[src/rtl/fifo_arb_pkg.sv]
// Shared types and helpers for the FIFO write-side arbiter.
package fifo_arb_pkg;

   typedef enum logic {IDLE, GRANT} arb_state_t;

   // Width of a producer index; never narrower than one bit.
   function automatic int unsigned idx_width(input int unsigned n);
      return (n < 2) ? 1 : $clog2(n);
   endfunction

endpackage

[src/rtl/rr_pick.sv]
// Round-robin picker: first valid requester after last_winner, wrapping.
module rr_pick
   import fifo_arb_pkg::*;
#(
   parameter int unsigned NUM_REQ = 4
) (
   input  logic [NUM_REQ-1:0]              req_valid,
   input  logic [idx_width(NUM_REQ)-1:0]   last_winner,
   output logic [idx_width(NUM_REQ)-1:0]   pick,
   output logic                            any
);

   localparam int unsigned IW = idx_width(NUM_REQ);

   assign any = |req_valid;

   // Scan from the farthest candidate back to the nearest so the nearest valid one wins.
   always_comb begin
      int unsigned idx;
      pick = '0;
      idx  = 0;
      for (int k = NUM_REQ; k >= 1; k--) begin
         idx = (int'(last_winner) + k) % NUM_REQ;
         if (req_valid[idx]) pick = IW'(idx);
      end
   end

endmodule

[src/rtl/fifo_write_arbiter.sv]
// Round-robin write arbiter sharing one FIFO write port between NUM_REQ producers.
module fifo_write_arbiter
   import fifo_arb_pkg::*;
#(
   parameter int unsigned NUM_REQ   = 4,
   parameter int unsigned DATAWIDTH = 8,
   parameter int unsigned BURST_LEN = 4
) (
   input  logic                            clk,
   input  logic                            reset,
   input  logic [NUM_REQ-1:0]              req_valid,
   input  logic [NUM_REQ*DATAWIDTH-1:0]    req_data,
   output logic [NUM_REQ-1:0]              req_ack,
   input  logic                            fifo_full,
   output logic                            fifo_en_write,
   output logic [DATAWIDTH-1:0]            fifo_data_in,
   output logic [idx_width(NUM_REQ)-1:0]   owner,
   output logic                            busy
);

   localparam int unsigned IW = idx_width(NUM_REQ);
   localparam int unsigned BW = $clog2(BURST_LEN + 1);

   arb_state_t      state;
   logic [IW-1:0]   last_winner;
   logic [BW-1:0]   bcnt;
   logic [IW-1:0]   pick;
   logic            any;
   logic            ack;
   logic            release_grant;

   rr_pick #(
      .NUM_REQ (NUM_REQ)
   ) u_rr_pick (
      .req_valid   (req_valid),
      .last_winner (last_winner),
      .pick        (pick),
      .any         (any)
   );

   // Only the current owner may be acked, and only while the FIFO has room.
   always_comb begin
      req_ack = '0;
      if (state == GRANT && !fifo_full) req_ack[owner] = req_valid[owner];
   end

   assign ack           = |req_ack;
   assign fifo_en_write = ack;
   assign busy          = (state == GRANT);

   // Release when the owner drops valid or its burst quota is used up.
   assign release_grant = !req_valid[owner] || (ack && bcnt == BW'(BURST_LEN - 1));

   // Data mux: owner's slice while granted, zero otherwise.
   always_comb begin
      fifo_data_in = '0;
      if (state == GRANT) fifo_data_in = req_data[owner*DATAWIDTH +: DATAWIDTH];
   end

   // Grant FSM with burst counter; release re-arbitrates on the same edge.
   always_ff @(posedge clk or posedge reset) begin
      if (reset) begin
         state       <= IDLE;
         owner       <= '0;
         last_winner <= IW'(NUM_REQ - 1);
         bcnt        <= '0;
      end else begin
         unique case (state)
            IDLE: begin
               if (any) begin
                  state       <= GRANT;
                  owner       <= pick;
                  last_winner <= pick;
                  bcnt        <= '0;
               end
            end
            GRANT: begin
               if (release_grant) begin
                  bcnt <= '0;
                  if (any) begin
                     owner       <= pick;
                     last_winner <= pick;
                  end else begin
                     state <= IDLE;
                  end
               end else if (ack) begin
                  bcnt <= bcnt + 1'b1;
               end
            end
            default: state <= IDLE;
         endcase
      end
   end

endmodule
[config.mk]
export PLATFORM = sky130hd
export DESIGN_NAME = fifo_write_arbiter
export DESIGN_NICKNAME = d
export VERILOG_FILES = /design/src/rtl/fifo_arb_pkg.sv /design/src/rtl/rr_pick.sv /design/src/rtl/fifo_write_arbiter.sv
export SDC_FILE = /design/constraint.sdc
export NUM_CORES = 1
export LEC_CHECK = 0
export CORE_UTILIZATION = 38
export DETAILED_ROUTE_END_ITERATION = 16
export GPL_ROUTABILITY_DRIVEN = 0
export GPL_TIMING_DRIVEN = 0
export PLACE_DENSITY_LB_ADDON = 0.05
export SLEW_MARGIN = 0
export SYNTH_ARGS = -nofsm -noshare
export SYNTH_HDL_FRONTEND = slang
export SYNTH_SLANG_ARGS = --single-unit
[constraint.sdc]
create_clock -name clk -period 5.3 [get_ports clk]
set_input_delay 1.59 -clock clk [delete_from_list [all_inputs] [get_ports clk]]
set_output_delay 1.59 -clock clk [all_outputs]
set_load 0.01 [all_outputs]
==> results_dict.tcl <==
set metrics [dict create \
    crit_path_start_kind "input port" \
    min_period_over_period_pct 96.50 \
    num_antenna_cells 0 \
    hpwl_um 1820 \
    slew_viol_final 0 \
    cts_buffers 3 \
    ys_seq_area_share_pct 24.88 \
    synth_ff_type "dfrtp_1" \
    wl_per_cell_um 13.96 \
    required_ns 3.71 \
    syn-cell-area_um2 814.5 \
    grt_max_degree 11 \
    place.port_buffers 54 \
    slew_headroom_pct 69.92 \
    power_per_cell_area_nw_per_um2 418.5 \
    max_freq_ghz 0.1955 \
    grt_use_total_pct 19.37 \
    ff2ff_path_depth 5 \
    tightest_slew_ns 0.4513 \
    start_util_pct 41.10 \
    synth_cell_types 29 \
    crit_fanout 5 \
    ioPinCount 55 \
    cts.path.max_buffers 2 \
    overflow 0 \
    cap_violations 0 \
    die_area_um2 2332 \
    drive_gt1_share_pct 18.18 \
    syn_nets 115 \
    status "finished, final reports clean" \
    leakagePower_uw 0.0005610 \
    grt_pass1_wl_um 3098 \
    worstSetupPathType "in2out" \
    worstPathArrival_ns 3.52 \
    clk_latency_ns 0.27 \
    rsz0062_at_grt "no" \
    die_x_um 48.30 \
    setup_tns_ns 0 \
    die_y_um 48.30 \
    postSynthCellCount 74 \
    drt_iter0_drc 2 \
    synth_edf_count 0 \
    ctsResizeCount 0 \
    area_delta_synth_final_pct 73.73 \
    nets 174 \
    grt_pass1_vias 746 \
    dp.cells 155 \
    cts_tree "yes" \
    htree_num_levels 1 \
    antenna_found_initial 0 \
    fin_crit_ns 5.115 \
    endpoint_kind "output port" \
    drt_first_pass_iters 4 \
    num_vias 813 \
    yosys_warnings 0 \
    wirelength_um 2220 \
    cts.clk_slew.worst_paths_ns 0.06 \
    drt_drc_violations_left 0 \
    cts_hold_buf 0 \
    whs_path_depth 1 \
    cts_root_buf "clkbuf_4" \
    fin_cells 159 \
    async_flop_share_pct 100.0 \
    ys_seq_elements 8 \
    cts.sinks 8 \
    core_area_um2 1982 \
    syn_area_per_cell_um2 11.01 \
    cts_setup_buffers 0 \
    num_rows 16 \
    viasPerCell 5.113 \
    hold_violations 0 \
    setup_viol 0 \
    peakVddDrop_uv 311.8 \
    clock_skew_ns 0.006481 \
    min_path_type "reg2reg" \
    ant_nets 0 \
]
[cell usage in the layout (no fill, tap or decap), types with 3 or more instances in the layout]
master	count
clkdlybuf4s50_1	54
mux4_2	8
and2_1	8
dfrtp_1	6
inv_1	5
nand2b_1	5
mux2i_1	4
nand2_1	3
mux2_4	3
a2bb2oi_1	3
nand3_1	3
clkbuf_4	3
[final cells by class]
cell class / count / area (um2)
plain buffers: 4 / 25.02
clock buffers: 4 / 26.28
fillers: 151 / 566.8
inverters: 5 / 18.77
multi-input cells: 57 / 568.0
flip-flops and latches: 8 / 202.7
well taps: 27 / 33.78
repair buffers: 54 / 540.5
[per-stage QoR]
step | worst slack [ns] | instance area, um2 | hold slack, ns | util (%) | power, uW
finish | 0.1853 | 1415 | 0.5126 | 71.40 | 592.2
global route | 0.08610 | 1415 | 0.5388 | 71.40 | 643.8
CTS | 0.1779 | 1415 | 0.5152 | 71.40 | 599.0
detailed placement | 0.1845 | 1389 | 0.5070 | 70.08 | 543.6
global placement | 0.2204 | 1389 | 0.4973 | 70.08 | 534.9
floorplan | 1.262 | 814.5 | 0.4795 | - | 382.7
[flip-flops by register name (all words and copies together) (netlist names)]
name,count
busy,1
last_winner,2
bcnt,3
owner,2
[critical path: stages]
cell             delay (ns)
clkdlybuf4s50_1        0.49
mux2i_1                0.31
a2bb2oi_1              0.39
nor2_1                 0.09
and3_1                 0.19
clkdlybuf4s50_1        0.47
[path summary, 6_finish.rpt]
| check | from | endpoint | slack, ns |
|---|---|---|---|
| min reg2reg | last_winner[0] | last_winner[0] | 0.51 |
| max reg2reg | owner[0] | bcnt[0] | 3.61 |
| min in group asynchronous | reset | bcnt[0] | 1.57 |
| max in group asynchronous | reset | last_winner[1] | 3.44 |
| max | req_valid[3] | req_ack[3] | 0.19 |
| min | last_winner[0] | last_winner[0] | 0.51 |
[synth_stat cells, types with 2 or more instances]
cell type | number | area share, %
mux2i_1 | 4 | 4.9
nor3_1 | 2 | 1.2
dfstp_2 | 2 | 6.5
nand2b_1 | 5 | 3.8
nor2_1 | 2 | 0.92
a2bb2oi_1 | 3 | 3.2
ha_1 | 2 | 3.1
nor4_1 | 2 | 1.5
dfrtp_1 | 6 | 18
nand2_1 | 3 | 1.4
mux4_2 | 8 | 22
inv_1 | 5 | 2.3
mux2_4 | 3 | 5.5
nand3_1 | 3 | 1.8
nor2b_1 | 2 | 1.5
and2_1 | 8 | 6.1
buf_2 | 2 | 1.2
[routing by layer]
metal,vias to the layer above,part of all wire (%),wire length (um),GRT usage [%]
met5,-,0,0,0
met4,0,1.6,35,8.333
met3,4,12,272,4.444
met2,37,47,1036,33.07
met1,379,39,875,23.20
li1,393,-,-,-
[logic make-up (layout without fill, tap and decap cells)]
group / Yosys count / in the layout / share of synthesized area (%)
and+or+nand+nor: 31 / 31 / 23.04
DFF: 8 / 8 / 24.88
AOI/OAI and AO/OA: 9 / 9 / 11.06
adders and majority gates: 2 / 2 / 3.072
muxes: 15 / 15 / 32.56
buffers and inverters: 9 / 67 / 5.376
[power by group]
group	internal [uW]	switching (uW)	leakage, uW
Clock	29.0	24.4	0.0000150
Sequential	92.1	20.8	0.0000928
Combinational	255	171	0.000453
Total	376	216	0.000561
No activity file was read; power rests on OpenSTA's default activity.
